## config.mk

```make
export PLATFORM = sky130hd
export DESIGN_NAME = instr_fetch
export DESIGN_NICKNAME = d
export VERILOG_FILES = /design/src/rtl/instr_fetch.sv
export SDC_FILE = /design/constraint.sdc
export NUM_CORES = 1
export LEC_CHECK = 0
export CELL_PAD_IN_SITES_DETAIL_PLACEMENT = 1
export CELL_PAD_IN_SITES_GLOBAL_PLACEMENT = 1
export CORE_MARGIN = 2
export CORE_UTILIZATION = 50
export DETAILED_ROUTE_END_ITERATION = 16
export PLACE_DENSITY_LB_ADDON = 0.1
export SLEW_MARGIN = 20
export SYNTH_ARGS = -nofsm -noshare
export SYNTH_HDL_FRONTEND = slang
export SYNTH_SLANG_ARGS = --single-unit
```

## constraint.sdc

```tcl
create_clock -name clk -period 5.9 [get_ports clk]
set_input_delay 1.18 -clock clk [delete_from_list [all_inputs] [get_ports clk]]
set_output_delay 1.18 -clock clk [all_outputs]
set_load 0.005 [all_outputs]
```

## src/rtl/instr_fetch.sv

```systemverilog
// Instruction fetch unit: owns the PC, reads the instruction ROM and buffers
// {pc, instr} pairs in a small prefetch FIFO feeding decode over valid/ready.
module instr_fetch #(
  parameter int ADDR_W   = 8,
  parameter int DATA_W   = 32,
  parameter int DEPTH    = 4,
  parameter int RESET_PC = 0
) (
  input  logic                       clk,
  input  logic                       rst,
  output logic [ADDR_W-1:0]          imem_addr,
  input  logic [DATA_W-1:0]          imem_instr,
  input  logic                       fetch_en,
  input  logic                       redirect_valid,
  input  logic [ADDR_W-1:0]          redirect_pc,
  output logic                       out_valid,
  input  logic                       out_ready,
  output logic [ADDR_W-1:0]          out_pc,
  output logic [DATA_W-1:0]          out_instr,
  output logic [$clog2(DEPTH):0]     fifo_count
);

  localparam int PTR_W = $clog2(DEPTH);
  localparam int CNT_W = PTR_W + 1;

  logic [ADDR_W-1:0] fetch_pc;
  logic [ADDR_W-1:0] pc_mem    [DEPTH];
  logic [DATA_W-1:0] instr_mem [DEPTH];
  logic [PTR_W-1:0]  wr_ptr;
  logic [PTR_W-1:0]  rd_ptr;
  logic [CNT_W-1:0]  count;
  logic              pop;
  logic              push;

  // A full FIFO still accepts a push when the head leaves in the same cycle.
  assign pop  = (count != '0) & out_ready;
  assign push = fetch_en & ~redirect_valid & ((count < CNT_W'(DEPTH)) | pop);

  assign imem_addr  = fetch_pc;
  assign fifo_count = count;
  assign out_valid  = (count != '0);
  assign out_pc     = out_valid ? pc_mem[rd_ptr]    : '0;
  assign out_instr  = out_valid ? instr_mem[rd_ptr] : '0;

  // Storage needs no reset: count gates every read.
  always_ff @(posedge clk) begin
    if (push) begin
      pc_mem[wr_ptr]    <= fetch_pc;
      instr_mem[wr_ptr] <= imem_instr;
    end
  end

  always_ff @(posedge clk) begin
    if (rst) begin
      fetch_pc <= ADDR_W'(RESET_PC);
      wr_ptr   <= '0;
      rd_ptr   <= '0;
      count    <= '0;
    end else if (redirect_valid) begin
      fetch_pc <= redirect_pc;
      wr_ptr   <= '0;
      rd_ptr   <= '0;
      count    <= '0;
    end else begin
      if (push) begin
        wr_ptr   <= wr_ptr + 1'b1;
        fetch_pc <= fetch_pc + 1'b1;
      end
      if (pop) begin
        rd_ptr <= rd_ptr + 1'b1;
      end
      count <= count + CNT_W'(push) - CNT_W'(pop);
    end
  end

endmodule

```

Word level (Yosys, flattened, before mapping). Memories as Yosys holds them, arrays and structs flattened. A register that Yosys moved wholly into a read port is not among the register bits. Cells that the tools add are included.

Memories: 2. Input bits: 45. RAM bits: 160. Latch bits: 0. Memory bits (read-only): 0. Output and inout port bits: 52. Logic and storage cells: 30. Bits in registers: 15.

Memory list: instr_mem (words 4, bits a word 32, read ports 1, clocked after Yosys merged registers in 1, write ports 1, RTL line 28) `logic [DATA_W-1:0] instr_mem [DEPTH];`; pc_mem (words 4, bits a word 8, read ports 1, clocked after Yosys merged registers in 1, write ports 1, RTL line 27) `logic [ADDR_W-1:0] pc_mem [DEPTH];`.

Add/subtract/negate cells: 5. Shift-type cells: 0. $mul: 0. Order comparisons: 1. Mux-type cells: 10. Divide/modulo/power cells: 0. Equality and inequality tests: 0. Reductions and logical operators: 3. Bitwise gates (word level): 5.

Operators by type and width (count): $mux 32 (1); $mux 8 (3); $add 8x1->8 const B (1); $mux 2 (4); $add 2x1->2 const B (2); $add 3x1->3 (1); $and 1x1->1 (3); $lt 3x3->1 const B (1); $reduce_bool 3->1 (1); $sub 3x1->3 (1); $mux 1 (2); $reduce_bool 2->1 (1); $reduce_or 2->1 (1); $not 1->1 (1); $or 1x1->1 (1).

Depth between registers and ports, before layout. Gate-level depths: netlist of the first run.

Word-level depth: 6. Gate-level depth with buffers: 12. Depth with buffers taken out: 12.

Worst setup path before layout of the first run. No wires, ideal clock.

Path kind: in2reg. From: input out_ready. To: memory instr_mem[0][0], enable pin. Arrival time: 2.694 ns. Library setup time: 0.401 ns. Setup slack: 2.805 ns. Buffers on the path: 0. Stages: 4. Required time: 5.499 ns. Cells stage by stage: nand2b_1 > nand2_1 > nor2_1 > and2_1.

Longest elaborated chain between the ends: 5.

RTL lines: start, declared (RTL line 17) `input logic out_ready,`; $and 1x1->1 (RTL line 36) `assign pop = (count != '0) & out_ready;`; $or 1x1->1 (RTL line 37) `assign push = fetch_en & ~redirect_valid & ((count < CNT_W'(DEPTH)) | pop);`; $and 1x1->1 (RTL line 37); $mux 1 (RTL line 47) `if (push) begin`; $mux 1 (implied by the code) (RTL line 49) `instr_mem[wr_ptr] <= imem_instr;`; end, declared (RTL line 28).

No other way between the ends.

==> results of run 1 <==
==> path summary, 6_finish.rpt <==
path                            slack [ns]           from  depth (start not counted)       endpoint
worst max-delay path                  2.15           flop                          3   out_instr[9]
worst max register to register        2.99  fifo_count[2]                         11  fifo_count[2]
worst min-delay path                  0.52      wr_ptr[1]                          2      wr_ptr[1]
worst min register to register        0.52      wr_ptr[1]                          2      wr_ptr[1]
==> area by class of cell <==
type	count	area, µm²	area share (%)
Tap cell	180	225	2.60
Clock inverter	12	141	1.64
Timing Repair Buffer	97	968	11.2
Sequential cell	177	5150	59.6
Multi-Input combinational cell	153	1680	19.5
Clock buffer	20	437	5.05
Inverter	11	41.3	0.478
==> cell usage after synthesis, types with 2 or more instances <==
| cell | number |
|---|---|
| a21oi_1 | 7 |
| xor2_1 | 3 |
| nor2_1 | 8 |
| inv_1 | 11 |
| buf_2 | 5 |
| nand3_1 | 5 |
| edfxtp_1 | 160 |
| mux4_2 | 40 |
| nor3_1 | 2 |
| buf_6 | 2 |
| xnor2_1 | 7 |
| nand2_1 | 6 |
| and3_1 | 3 |
| dfxtp_1 | 17 |
| ha_1 | 7 |
| buf_12 | 4 |
| clkbuf_1 | 7 |
| nor2b_1 | 2 |
| and2_1 | 44 |
| o21a_1 | 5 |
==> stage by stage <==
stage / cell area (µm²) / std cells / hold WS, ns / worst slack (ns) / util, %
5_1_grt: 8650 / 650 / 0.555 / 1.97 / 62.8
3_3_place_gp: 8060 / 618 / 0.501 / 2.19 / 58.5
2_1_floorplan: 7010 / 359 / 0.467 / 2.80 / -
6_report: 8650 / 650 / 0.525 / 2.15 / 62.8
4_1_cts: 8640 / 650 / 0.520 / 2.05 / 62.7
3_5_place_dp: 8060 / 618 / 0.512 / 1.96 / 58.5
==> critical path: cells and delay by family, from the launching register on <==
family | cells | cell delay [ns]
buf+inv | 1 | 0.47
simple gates | 1 | 0.19
flops | 1 | 0.88
mux | 1 | 0.60
==> flip-flops by register name, indices dropped and copies added (netlist names), named ones only <==
register    flops
instr_mem     128
pc_mem         32
imem_addr       8
fifo_count      3
rd_ptr          2
wr_ptr          2
==> power groups by stage <==
stage | Sequential, mW | Combinational [mW] | Clock (mW)
after floorplan | 1.43 | 0.0872 | 0
after global placement | 1.44 | 0.186 | 0
after detailed placement | 1.44 | 0.190 | 0
after CTS | 1.42 | 0.191 | 1.12
after global routing | 1.42 | 0.207 | 1.16
final | 1.42 | 0.188 | 1.09
==> cells by family (layout without fill, tap and decap cells) <==
logic type,Yosys count,count (layout),synth area share [%]
adders and majority gates,8,8,1.53
DFF,177,177,73.4
AOI/OAI and AO/OA,15,15,1.36
buffers and inverters,29,140,2.78
and+or+nand+nor,79,79,6.64
muxes,40,40,12.8
xor gates and xnor gates,11,11,1.48
==> metal layers <==
metal  track usage [%]  share of wire, %  vias up
li1                  -                 -     1590
met1              25.8                42     1778
met2              32.6                53       81
met3              5.07               4.3       12
met4              6.75               1.2        0
met5                 0                 0        -
==> summary.txt, run 1 <==
Status
  • Run status: completed

Critical path
  • Worst-path cell chain: mux4_2 > and2_1 > clkdlybuf4s50_1
  • Slowest stage delay, CP: 0.88 ns
  • CP Launch Type: flop
  • Largest fanout on the critical path: 40
  • CP Capture Type: primary output
  • Crit path DAT: 2.57 ns
  • Crit path kind: flop to primary output
  • Slowest cell on crit path: dfxtp_4
  • CP Data Required Time: ~4.7 ns

Drt
  • Via count: ~3,500
  • Total Wirelength: 13,300 µm
  • DR pass1 iterations: 4
  • DRT iter0 DRCs: 184
  • Per-cell routed wire length: 20.5 µm
  • Final ANT Viol Nets: 0
  • Vias per cell: 5.32
  • DRC errors left: 0

Yosys
  • Synth Cell Area: between 0.007 and 0.008 mm²
  • Synth top area cells: edfxtp_1 69%, mux4_2 13%, dfxtp_1 4.9%, and2_1 3.9%, ha_1 1.2%
  • Post-Syn Instances: roughly 360
  • Yosys top cell by area: edfxtp_1
  • Synth Flop Type: edfxtp_1
  • Asr flop ratio synth: 0%
  • Post-synth EDFFs: 160
  • FF+latch count, synth: 177
  • Syn Nets: between 400 and 500
  • Ys Warns: 0
  • Post-synthesis cell type count: 34
  • Seq/Total Area, Yosys: ~73%
  • Synth top area share: 68.5%
  • Syn Area/Cell: approximately 20 µm²

Final layout
  • Most frequent cells in the layout: 160 x edfxtp_1, 96 x clkdlybuf4s50_1, 40 x mux4_2, 40 x and2_1, 17 x clkbuf_16
  • Commonest non-fill, non-tap cell in the layout: edfxtp_1
  • Syn-to-layout area delta: 23.3%
  • Fillers: ~1,200
  • # diodes: 0
  • Share of post-route cells with drive strength above 1: 16.6%
  • Final #Nets: 510

Pwr
  • Sequential Power Share: 52.5%
  • Switch share: about a fifth
  • Leak Pwr: 2.80 nW
  • Share of total power in combinational logic: 7.0%
  • Int Pwr: roughly 2.2 mW
  • Clock power share: 40.5%
  • Total power: 2.70 mW
  • Max VDD drop: 0.226 mV
  • Power Density: 312 mW/mm²
  • NetSw: 0.532 mW

Global routing
  • GR Overflow Total: 0
  • Global Route Usage Sum: 19.8%
  • Antenna violations before repair: 0
  • Vias in the first global route: 3,848
  • Pin count of the biggest net entering global routing: 41
  • First-pass GRT wire length: 21,300 µm

CTS
  • CTS tree: built
  • Clk slew on worst S/H paths: ~0.06 ns
  • CTS Buf Count: 17
  • Cts repair resizes: 0
  • H-tree lvl count: 4
  • Skew-Pair Late Insertion Delay: 0.42 ns
  • CTS sink cnt: 177
  • Maximum buffer depth of the clock tree: 2
  • Hold buffer count at cts: 0
  • Post-CTS setup buffers: 0
  • Root buf cell: clkbuf_16

Floorplanning
  • Die Ht: ~120 µm
  • Io pins: 97
  • Initial Util: 50.9%
  • Die area: around 0.015 mm²
  • Cell Rows: 43
  • Core area: 0.0138 mm²
  • Die width: between 100 and 150 µm

Timing
  • Skew final: 0.00924 ns
  • Setup TNS: 0 ns
  • Highest clock rate: between 200 and 300 MHz
  • Fin crit period: 3.75 ns
  • Fin crit share: 63.6%
  • Actual slew at the worst max-slew pin: 1.06 ns
  • Final hold vios: 0
  • Slew HR: 29.3%
  • RSZ-0062 raised after global routing: no
  • Final setup viols: 0
  • Final Slew Violations: 0

Placement
  • DP Wirelength: 8070 µm
  • Buffers on Ports: between 90 and 100
  • Placer Congestion: 0.829

Flow run
  • Total of max-cap violations: 0

Hold path
  • Worst min-delay path class: flop to flop
(Power assumes the default switching activity.)
==> run 2: changes to the inputs <==
--- a/config.mk
+++ b/config.mk
@@ -8,7 +8,7 @@
 export CELL_PAD_IN_SITES_DETAIL_PLACEMENT = 1
 export CELL_PAD_IN_SITES_GLOBAL_PLACEMENT = 1
 export CORE_MARGIN = 2
-export CORE_UTILIZATION = 50
+export CORE_UTILIZATION = 42
 export DETAILED_ROUTE_END_ITERATION = 16
 export PLACE_DENSITY_LB_ADDON = 0.1
 export SLEW_MARGIN = 20
==> constraint.sdc (replaced) <==
create_clock -name clk -period 3.1 [get_ports clk]
set_input_delay 0.62 -clock clk [delete_from_list [all_inputs] [get_ports clk]]
set_output_delay 0.62 -clock clk [all_outputs]
set_load 0.005 [all_outputs]
==> run 2 against run 1 <==
  * Wire length grew 4.1%
  * Register-to-register slack worse by 2.3 ns
  * Sequential share of layout area is 1.7 points lower
  * Sequential power grew 89%
  * Core utilization shrank 8.7 points
  * Via count is 3.3% higher
  * Non-clock buffer count rose by 19
  * Total power rose by 96%
  * Flip-flop and latch count did not move
  * Final area rose by 3.0%
  * Worst hold slack got worse by 0.019 ns
  * Critical endpoint is now out_instr[31]
==> summary.txt, run 2 (same netlist as run 1, synthesis figures left out) <==
Status
  • Run status: completed

CTS
  • Post-CTS setup buffers: 0
  • Root buf cell: clkbuf_16
  • CTS sink cnt: 177
  • Skew-Pair Late Insertion Delay: 0.43 ns
  • Maximum buffer depth of the clock tree: 2
  • H-tree lvl count: 4
  • CTS tree: built
  • Clk slew on worst S/H paths: 0.06 ns
  • Cts repair resizes: 0
  • CTS Buf Count: 17
  • Hold buffer count at cts: 0

Timing
  • Final setup viols: 0
  • Final Slew Violations: 0
  • Slew HR: 66.4%
  • Fin crit period: 2.97 ns
  • Actual slew at the worst max-slew pin: 0.504 ns
  • Setup TNS: 0 ns
  • Highest clock rate: 336 MHz
  • Final hold vios: 0
  • Fin crit share: 95.9%
  • RSZ-0062 raised after global routing: no
  • Skew final: around 0.0070 ns

Final layout
  • Biggest register: instr_mem
  • Final #Nets: 529
  • Commonest non-fill, non-tap cell in the layout: edfxtp_1
  • Share of post-route cells with drive strength above 1: 20.2%
  • Final std cells w/o fill: 709
  • Largest register FFs: 128
  • # diodes: 0
  • Syn-to-layout area delta: 27.0%
  • Most frequent cells in the layout: 160 x edfxtp_1, 96 x clkdlybuf4s50_1, 40 x mux4_2, 40 x and2_1

Pwr
  • Power Density: between 500 and 600 mW/mm²
  • Leak Pwr: 2.94 nW
  • Max VDD drop: 0.430 mV

Global routing
  • Pin count of the biggest net entering global routing: 25
  • GR Overflow Total: 0
  • First-pass GRT wire length: 22,500 µm
  • Antenna violations before repair: 0
  • Global Route Usage Sum: 17.1%
  • Vias in the first global route: 4,026

Flow run
  • Total of max-cap violations: 0

Placement
  • Placer Congestion: 0.697
  • Buffers on Ports: 96
  • DP Wirelength: 8480 µm
  • Inst Count DP: between 600 and 700

Critical path
  • CP Capture Type: primary output
  • WP buf/inv: 2
  • Cell family with most CP delay: buffers and inverters
  • Largest fanout on the critical path: 18
  • Worst-path cell chain: buf_12 > mux4_2 > and2_1 > clkdlybuf4s50_1
  • CP Data Required Time: between 2 and 2.5 ns
  • R2r setup slk: 0.71 ns
  • Crit path DAT: 2.35 ns
  • CP Launch Type: flop
  • Crit path kind: flop to primary output
  • Slowest stage delay, CP: 0.53 ns
  • Slowest cell on crit path: mux4_2

Drt
  • DRT iter0 DRCs: between 100 and 150
  • DRC errors left: 0
  • Final ANT Viol Nets: 0
  • Per-cell routed wire length: 19.6 µm
  • Via count: 3,575
  • Vias per cell: slightly above 5
  • DR pass1 iterations: 4
  • Total Wirelength: between 10,000 and 15,000 µm

Floorplanning
  • Io pins: 97
  • Core area: 0.0165 mm²
  • Die area: 0.0177 mm²
  • Die width: 133 µm
  • Cell Rows: 47
  • Die Ht: 133 µm
  • Initial Util: 42.6%

Hold path
  • Worst min-delay path class: flop to flop
==> run 2: routing by layer <==
layer / vias up / GRT usage (%) / wire [µm]
met4: 0 / 6.91 / 190
li1: 1626 / - / -
met2: 83 / 28.2 / 6990
met3: 15 / 4.00 / 552
met5: - / 0 / 0
met1: 1851 / 22.2 / 6140
==> run 2: metrics by stage <==
step | hold WS [ns] | power (mW) | worst slack [ns] | utilization [%] | instance area (µm²)
after floorplan | 0.467 | 2.89 | 0.565 | - | 7010
after global placement | 0.490 | 3.12 | 0.229 | 50.4 | 8290
after detailed placement | 0.499 | 3.13 | 0.0982 | 50.4 | 8290
after CTS | 0.508 | 5.34 | 0.0652 | 54.1 | 8910
after global routing | 0.546 | 5.46 | 0.00441 | 54.1 | 8910
final | 0.506 | 5.29 | 0.127 | 54.1 | 8910
==> run 2: cell type report <==
| cell class | instances | area [µm²] |
|---|---|---|
| well taps | 220 | 275 |
| flip-flops and latches | 177 | 5150 |
| inverters | 11 | 41.3 |
| clock buffers | 17 | 425 |
| repair buffers | 116 | 1150 |
| fillers | 1515 | 7560 |
| clock inverters | 15 | 188 |
| multi-input cells | 153 | 1680 |
==> run 2: worst min-delay path, stage by stage, from the launching register on <==
cell	delay, ns
dfxtp_1	0.34
nand2_1	0.07
a21oi_1	0.05
==> run 2: path summary, 6_finish.rpt <==
kind                                     from             to  cells past startpoint
worst min-delay path                wr_ptr[1]      wr_ptr[1]                      2
worst max register to register  fifo_count[2]  fifo_count[2]                     10
worst max-delay path                     flop  out_instr[31]                      4
worst min register to register      wr_ptr[1]      wr_ptr[1]                      2
==> run 2: where the power goes <==
group,internal [mW],switching [mW]
Clock,1.34,0.874
Sequential,2.65,0.0339
Combinational,0.226,0.154
Total,4.22,1.06
==> run 3: changes to the inputs <==
--- a/config.mk
+++ b/config.mk
@@ -6,9 +6,9 @@
 export NUM_CORES = 1
 export LEC_CHECK = 0
 export CELL_PAD_IN_SITES_DETAIL_PLACEMENT = 1
-export CELL_PAD_IN_SITES_GLOBAL_PLACEMENT = 1
+export CELL_PAD_IN_SITES_GLOBAL_PLACEMENT = 2
 export CORE_MARGIN = 2
-export CORE_UTILIZATION = 42
+export CORE_UTILIZATION = 37
 export DETAILED_ROUTE_END_ITERATION = 16
 export PLACE_DENSITY_LB_ADDON = 0.1
 export SLEW_MARGIN = 20
==> run 3 against run 2 <==
  * Via count increased by 0.34%
  * Global-route usage decreased by 1.7 points
  * Critical path type unchanged
  * Clock skew about the same
  * Flip-flop and latch count unchanged
  * Count of clock-buffer cells in the layout increased by 1
  * Wire length increased by 3.9%
  * Register-to-register slack got worse by 0.04 ns
  * Maximum frequency increased by 1.6%
  * Core utilization decreased by 5.9 points
  * First-iteration DRC count increased by 32%
  * Combinational power increased by 1%
  * Highest routed layer unchanged
  * Setup slack improved by 0.048 ns
==> summary.txt, run 3 (same netlist as run 1, synthesis figures left out) <==
Hold path
  • Worst min-delay path class: flop to flop
  • Hold Crit Start: wr_ptr[1]

Placement
  • Dpl cell area: 0.00831 mm²
  • Placement Setup Slack: 0.154 ns
  • Placer Congestion: 0.699
  • Buffers on Ports: 96
  • Inst Count DP: 691
  • DP Wirelength: 9030 µm

Critical path
  • Largest fanout on the critical path: 14
  • Slowest cell on crit path: dfxtp_2
  • CP Launch Type: flop
  • Worst Setup EP: out_instr[28]
  • R2r setup slk: approximately 0.67 ns
  • Crit path DAT: 2.30 ns
  • CP Capture Type: primary output
  • Worst-path cell chain: buf_4 > mux4_2 > and2_1 > clkdlybuf4s50_1
  • CP Data Required Time: 2.48 ns
  • Worst r2r dst: fifo_count[2]
  • Crit path kind: flop to primary output
  • Slowest stage delay, CP: 0.62 ns
  • Cells on worst reg2reg path: 10
  • RR Startpoint: fifo_count[2]

CTS
  • Hold buffer count at cts: 0
  • CTS tree: built
  • CTS Buf Count: 17
  • Cts repair resizes: 0
  • CTS sink cnt: 177
  • Post-CTS setup buffers: 0
  • Root buf cell: clkbuf_16
  • Clk slew on worst S/H paths: roughly 0.060 ns
  • H-tree lvl count: 4
  • Maximum buffer depth of the clock tree: 2
  • Skew-Pair Late Insertion Delay: between 0.4 and 0.5 ns

Pwr
  • Share of total power in combinational logic: 7.2%
  • Int Pwr: around 4.2 mW
  • Total power: ~5.3 mW
  • Power Density: 589 mW/mm²
  • Max VDD drop: 0.476 mV
  • Leak Pwr: 2.97 nW
  • Sequential Power Share: approximately 50%
  • NetSw: 1.06 mW
  • Clock power share: 42.0%
  • Switch share: 20.1%

Final layout
  • Final std cells w/o fill: 730
  • Most frequent cells in the layout: 160 x edfxtp_1, 96 x clkdlybuf4s50_1, 40 x mux4_2, 40 x and2_1, 24 x buf_4
  • Biggest register: instr_mem
  • Design area: 0.00898 mm²
  • Syn-to-layout area delta: 28.0%
  • # diodes: 0
  • Final #Nets: 536
  • Share of post-route cells with drive strength above 1: a little over a fifth
  • Final core area utilization: 48.2%
  • Commonest non-fill, non-tap cell in the layout: edfxtp_1
  • Largest register FFs: 128

Global routing
  • First-pass GRT wire length: 22,700 µm
  • GR Overflow Total: 0
  • Antenna violations before repair: 0
  • Global Route Usage Sum: 15.5%
  • Vias in the first global route: 3,931
  • Pin count of the biggest net entering global routing: 43

Timing
  • Fin crit period: 2.92 ns
  • Final Worst Setup Slack: 0.175 ns
  • Setup TNS: 0 ns
  • WHS: between 0.5 and 0.6 ns
  • Final Slew Violations: 0
  • Skew final: approximately 0.007 ns
  • Final hold vios: 0
  • Actual slew at the worst max-slew pin: between 0.4 and 0.5 ns
  • Slew HR: a little under 70%
  • Final setup viols: 0
  • Fin crit share: between 90 and 100%
  • Highest clock rate: between 300 and 400 MHz
  • RSZ-0062 raised after global routing: no

Floorplanning
  • Die area: around 0.020 mm²
  • Initial Util: 37.6%
  • Cell Rows: 50
  • Io pins: 97
  • Die width: roughly 140 µm
  • Core area: 0.0186 mm²
  • Die Ht: 142 µm

Drt
  • Per-cell routed wire length: 19.8 µm
  • Vias per cell: about 4.9
  • DRT iter0 DRCs: 189
  • Total Wirelength: 14,400 µm
  • Via count: 3,587
  • DRC errors left: 0
  • Final ANT Viol Nets: 0
  • DR pass1 iterations: 4

Flow run
  • Total of max-cap violations: 0

Status
  • Run status: completed
==> run 3: power by group through the flow <==
stage | registers (mW) | clock network [mW] | logic [mW]
6_report | 2.69 | 2.22 | 0.383
5_1_grt | 2.69 | 2.36 | 0.422
3_3_place_gp | 2.74 | 0 | 0.383
4_1_cts | 2.69 | 2.28 | 0.389
3_5_place_dp | 2.74 | 0 | 0.387
2_1_floorplan | 2.73 | 0 | 0.166
==> run 3: final cells by class <==
type / instances / area [µm²]
sequential: 177 / 5150
inverter: 11 / 41.3
multi-input combinational: 153 / 1680
clock inverter: 14 / 186
fill: 1767 / 9660
tap: 234 / 293
timing repair buffer: 123 / 1200
clock buffer: 18 / 429
==> run 3: worst max-delay path, delay by kind of cell (launching register included) <==
kind	cells	cell delay, ns
mux	1	0.31
simple gates	1	0.19
buf+inv	2	0.75
flops	1	0.62
==> run 3: per-layer routing <==
| layer | vias up | wire length, µm | track usage (%) |
|---|---|---|---|
| met1 | 1858 | 6420 | 20.2 |
| met4 | 0 | 167 | 5.37 |
| met3 | 13 | 433 | 3.21 |
| li1 | 1643 | - | - |
| met2 | 73 | 7410 | 25.9 |
| met5 | - | 0 | 0 |
==> run 3: worst min-delay path by stage <==
stage	depth (start not counted)	endpoint	slack (ns)
after floorplan	2	wr_ptr[1]	0.47
after global placement	2	wr_ptr[1]	0.49
after detailed placement	2	wr_ptr[1]	0.51
after CTS	2	wr_ptr[1]	0.51
after global routing	2	wr_ptr[1]	0.57
final	2	wr_ptr[1]	0.51
